### src/rtl/timebase_pkg.sv
// Shared timebase definitions: countdown FSM state encodings and default sizing
// for the 1us/1ms timer chain running on the 20MHz system clock.
package timebase_pkg;

  typedef enum logic {
    ST_IDLE = 1'b0,
    ST_RUN  = 1'b1
  } state_t;

  localparam int CLK_HZ     = 20_000_000;
  localparam int MS_DIV_DEF = 1000;
  localparam int MS_W_DEF   = 10;
  localparam int CNT_W_DEF  = 16;

endpackage

### src/rtl/tick_prescaler.sv
// Free-running 1us -> 1ms divider: counts tick_1us pulses 0..MS_DIV-1 and emits a
// registered one-cycle ms_tick on each wrap back to 0.
module tick_prescaler
  import timebase_pkg::*;
#(
  parameter int MS_DIV = MS_DIV_DEF,
  parameter int MS_W   = MS_W_DEF
) (
  input  logic clk,
  input  logic rst_n,
  input  logic tick_1us,
  output logic ms_tick
);

  localparam logic [MS_W-1:0] LAST = MS_W'(MS_DIV - 1);

  logic [MS_W-1:0] cnt;

  always_ff @(posedge clk or negedge rst_n) begin
    if (!rst_n) begin
      cnt     <= '0;
      ms_tick <= 1'b0;
    end else if (tick_1us) begin
      if (cnt == LAST) begin
        cnt     <= '0;
        ms_tick <= 1'b1;
      end else begin
        cnt     <= cnt + MS_W'(1);
        ms_tick <= 1'b0;
      end
    end else begin
      ms_tick <= 1'b0;
    end
  end

endmodule

### src/rtl/us_tick_timer.sv
// Programmable one-shot/periodic microsecond countdown with free-running 1ms tick.
// Optional freeze input enabled by defining US_TIMER_PAUSE_EN.
module us_tick_timer
  import timebase_pkg::*;
#(
  parameter int CNT_W  = CNT_W_DEF,
  parameter int MS_DIV = MS_DIV_DEF,
  parameter int MS_W   = MS_W_DEF
) (
  input  logic             clk,
  input  logic             rst_n,
  input  logic             tick_1us,
  input  logic             start,
  input  logic             stop,
  input  logic             periodic,
  input  logic [CNT_W-1:0] load_val,
`ifdef US_TIMER_PAUSE_EN
  input  logic             pause,
`endif
  output logic             busy,
  output logic             expire,
  output logic [CNT_W-1:0] remaining,
  output logic             ms_tick
);

  // state   | meaning
  // --------+--------------------------------------------------------------
  // ST_IDLE | no countdown; remaining=0; start may fire a zero-length shot
  // ST_RUN  | counting tick_1us down from the latched period; busy=1

  logic             pause_act;
  logic             cnt_tick;
  state_t           state;
  logic [CNT_W-1:0] period_q;
  logic             periodic_q;

`ifdef US_TIMER_PAUSE_EN
  assign pause_act = pause;
`else
  assign pause_act = 1'b0;
`endif

  assign cnt_tick = tick_1us & ~pause_act;

  always_ff @(posedge clk or negedge rst_n) begin
    if (!rst_n) begin
      state      <= ST_IDLE;
      busy       <= 1'b0;
      expire     <= 1'b0;
      remaining  <= '0;
      period_q   <= '0;
      periodic_q <= 1'b0;
    end else begin
      expire <= 1'b0;
      case (state)
        ST_IDLE: begin
          if (!stop && start) begin
            if (load_val != '0) begin
              state      <= ST_RUN;
              busy       <= 1'b1;
              remaining  <= load_val;
              period_q   <= load_val;
              periodic_q <= periodic;
            end else begin
              expire <= 1'b1;
            end
          end
        end
        ST_RUN: begin
          // stop beats start beats tick; the losers of a collision are dropped
          if (stop) begin
            state     <= ST_IDLE;
            busy      <= 1'b0;
            remaining <= '0;
          end else if (start) begin
            if (load_val != '0) begin
              remaining  <= load_val;
              period_q   <= load_val;
              periodic_q <= periodic;
            end else begin
              expire    <= 1'b1;
              state     <= ST_IDLE;
              busy      <= 1'b0;
              remaining <= '0;
            end
          end else if (cnt_tick) begin
            if (remaining > CNT_W'(1)) begin
              remaining <= remaining - CNT_W'(1);
            end else if (remaining == CNT_W'(1)) begin
              expire <= 1'b1;
              if (periodic_q) begin
                remaining <= period_q;
              end else begin
                remaining <= '0;
                state     <= ST_IDLE;
                busy      <= 1'b0;
              end
            end
          end
        end
        default: begin
          state     <= ST_IDLE;
          busy      <= 1'b0;
          remaining <= '0;
        end
      endcase
    end
  end

  tick_prescaler #(
    .MS_DIV (MS_DIV),
    .MS_W   (MS_W)
  ) u_prescaler (
    .clk      (clk),
    .rst_n    (rst_n),
    .tick_1us (tick_1us),
    .ms_tick  (ms_tick)
  );

endmodule

### config.mk
export PLATFORM = sky130hd
export DESIGN_NAME = us_tick_timer
export DESIGN_NICKNAME = d
export VERILOG_FILES = /design/src/rtl/timebase_pkg.sv /design/src/rtl/tick_prescaler.sv /design/src/rtl/us_tick_timer.sv
export SDC_FILE = /design/constraint.sdc
export NUM_CORES = 1
export LEC_CHECK = 0
export ABC_AREA = 1
export BUFFER_PORTS_ARGS = -buffer_cell sky130_fd_sc_hd__buf_2
export CAP_MARGIN = 25
export CORE_ASPECT_RATIO = 0.9
export CORE_UTILIZATION = 57
export CTS_CLUSTER_DIAMETER = 60
export CTS_CLUSTER_SIZE = 20
export DETAILED_ROUTE_END_ITERATION = 10
export PLACE_DENSITY = 0.81
export SETUP_SLACK_MARGIN = 0.15
export SLEW_MARGIN = 40
export SYNTH_ARGS = -nofsm -noshare
export SYNTH_HDL_FRONTEND = slang
export SYNTH_SLANG_ARGS = --single-unit
### constraint.sdc
create_clock -name clk -period 2 [get_ports clk]
set_input_delay 0.4 -clock clk [delete_from_list [all_inputs] [get_ports clk]]
set_output_delay 0.4 -clock clk [all_outputs]
set_load 0.03 [all_outputs]
==> run summary <==
Worst slew margin - 66.9%
Netlist cell types - 28
First-pass GRT wire length - 11,100 microns
IO Count - 41
Int Power - 1.75 mW
Clock slew at reported path FFs - 0.09 ns
Crit share post-route - 84.9%
Die ar. - 5270 sq um
Mapped Area - 2840 sq um
Maximum clock path buffer count - 2
Cts bufs inserted - 5
Synth top area cells - dfrtp_1, nand2_1, nor2_1
Htree depth - 2
Post-route setup slack - 0.302 ns
Seq cells post-synth - 47
Worst path required time - 2.19 ns
Gpl congestion - 0.859
HPWL Detailed - 4960 microns
RR Startpoint - remaining[8]$_DFFE_PN0P_
Initial antenna violation count - 0
Grt total ovfl - 0
Post-route core utilization - 72.1%
Clock power share - 18.8%
Final Setup Violations - 0
Reg2reg end - remaining[15]$_DFFE_PN0P_
Leakage power - 1.85 nW
Cells after Synth - 411
EDFF count, synth - 0
Worst EP arrival - 1.89 ns
Via count - 2,764
Layout Nets - 487
Buffers on Ports - 40
Post-synthesis sequential area ratio - 41.4%
Top cell type's share of synthesized area - 41.4%
Largest net degree at the start of global routing - 28
FMAX - 589 MHz
Asr flop ratio synth - 100%
Core Area - 4600 sq um
Setup slack at placement - 0.124 ns
Worst min path class - in -> async
Placed Cells - 514
Avg Cell Area, Syn - 6.91 sq um
Detail Route Antenna Nets - 0
R2r worst-path depth - 10
Fin Setup TNS - 0 ns
Clk sinks - 47
Share of cells above drive strength 1 - 19.7%
Filler instances - 377
Initial DRC Count - 185
All-Layer GR Usage - 27.1%
Switching Fraction - 40.4%
Area leader, netlist - dfrtp_1
Highest net fanout along the worst path - 16
R2R Setup Slk - 0.30 ns
Synth top cells by count - nand2_1, dfrtp_1, nor2_1
Crit path capture type - flip-flop
Die width - 76.4 microns
Worst-Margin Slew - 0.497 ns
DIE HEIGHT - 69.0 microns
Via/cell ratio - 5.26
Most used DFF post-synth - dfrtp_1
Final hold viol count - 0
Root buf cell - clkbuf_8
Critical path class - reg -> reg
Cts hold-fix bufs - 0
Area after DPL - 3150 sq um
Wirelength per Cell - 12.5 microns
Drt pass-1 iters - 5
Vias in the first global route - 2,488
Synth Warn # - 0
Max-slew violations - 0
Most frequent cell after synthesis - nand2_1
CTS tree - done
Startpoint Class - flip-flop
Status - complete, no violations
Skew-Pair Late Insertion Delay - 0.30 ns
Final Cell Area - 3320 sq um
Logic pwr share - 35.8%
Antenna diode count - 0
Switching pwr - 1.19 mW
Unrepaired setup endpoints after global routing - true
Starting density of the core - 61.7%
PwrDens - 887 nW/um^2
Max-Cap Viols - 0
Tmin final - 1.70 ns
Layout overhead on the synthesized area - 16.8%
Syn nets - 436
DRC violations left - 0
Final wirelength - 6580 microns
Hold Slack - 0.0606 ns
Clock skew - 0.00965 ns
Total chip power - 2.94 mW
Reg power frac - 45.4%
VDD IR max - 574 uV
Rows - 23
Non-filler cells in the finished layout - 525
==> power groups by stage <==
stage               combinational, mW  sequential [mW]  clock, mW
floorplan                       0.632             1.43          0
finish                           1.05             1.34      0.552
global placement                0.993             1.35          0
detailed placement               1.01             1.35          0
CTS                              1.02             1.33      0.563
global route                     1.19             1.36      0.593
==> layout by cell type (no fill, tap or decap), types with 2 or more instances in the layout <==
cell | netlist | final
a21oi_1 | 13 | 13
a31oi_1 | 2 | 2
buf_12 | 0 | 3
buf_2 | 3 | 40
buf_4 | 0 | 7
clkbuf_8 | 0 | 5
clkinv_1 | 2 | 2
dfrtp_1 | 47 | 46
ha_1 | 3 | 2
inv_1 | 38 | 37
inv_2 | 1 | 2
nand2_1 | 166 | 166
nand2_2 | 13 | 10
nand2_4 | 1 | 3
nand3_1 | 30 | 30
nand3_2 | 3 | 3
nand3b_1 | 4 | 4
nand4_1 | 3 | 3
nor2_1 | 44 | 42
nor2_2 | 5 | 6
nor2_4 | 3 | 4
nor3_1 | 4 | 4
o21ai_0 | 12 | 12
xnor2_1 | 3 | 3
xor2_1 | 3 | 3
==> critical path, cell delays in order (launching register included) <==
cell and delay, ns:
dfrtp_1 0.47, nor2_4 0.19, nand2_2 0.09, nor2_4 0.20, nand3_2 0.11, nand2_2 0.09, inv_2 0.05, nand2_2 0.10
nand2_8 0.11, nand2_1 0.10, nand3_1 0.07
==> layout make-up <==
type / instances / area, sq um / share of cell area (%)
Multi-Input combinational cell: 317 / 1510 / 45.6
Clock inverter: 2 / 12.5 / 0.377
Clock buffer: 6 / 72.6 / 2.19
Inverter: 41 / 154 / 4.64
Timing Repair Buffer: 50 / 313 / 9.43
Tap cell: 62 / 77.6 / 2.34
Sequential cell: 47 / 1180 / 35.5
==> sequential cells by signal (all words and copies together) (netlist names) <==
name                 cells
busy                     1
expire                   1
period_q                16
periodic_q               1
remaining               16
state                    1
u_prescaler.cnt         10
u_prescaler.ms_tick      1
==> per-layer routing <==
metal,wire (microns),track usage [%]
met4,80,6.97
met2,3110,48.6
met1,2960,35.1
met3,422,3.82
met5,0,0
==> cell families (layout without fill, tap and decap cells) <==
logic type / Yosys count / in the layout / synth area share (%)
adders and majority gates: 3 / 3 / 1.32
xor gates and xnor gates: 6 / 6 / 1.85
buffers and inverters: 48 / 99 / 7.27
and+or+nand+nor: 278 / 279 / 42.5
DFF: 47 / 47 / 41.4
AOI/OAI and AO/OA: 29 / 29 / 5.64
==> worst max-delay path by stage <==
| stage | to | from | slack (ns) | depth (start not counted) |
|---|---|---|---|---|
| 3_3_place_gp | remaining[8]$_DFFE_PN0P_ | remaining[0]$_DFFE_PN0P_ | 0.19 | 11 |
| 3_5_place_dp | remaining[8]$_DFFE_PN0P_ | remaining[0]$_DFFE_PN0P_ | 0.12 | 11 |
| 6_report | remaining[15]$_DFFE_PN0P_ | remaining[8]$_DFFE_PN0P_ | 0.30 | 10 |
| 2_1_floorplan | remaining[13]$_DFFE_PN0P_ | remaining[1]$_DFFE_PN0P_ | 0.20 | 10 |
| 4_1_cts | remaining[15]$_DFFE_PN0P_ | remaining[0]$_DFFE_PN0P_ | 0.18 | 10 |
| 5_1_grt | remaining[8]$_DFFE_PN0P_ | remaining[1]$_DFFE_PN0P_ | 0.14 | 11 |
==> what timing repair did <==
| item | CTS | global route |
|---|---|---|
| setup endpoints to repair | 9 | 16 |
| pin swaps | 0 | 3 |
| hold endpoints to repair | 0 | 0 |
| resized for setup | 1 | 9 |
| cloned | 0 | 1 |
| setup buffers | 0 | 2 |
Power figures use the tool's default switching activity.
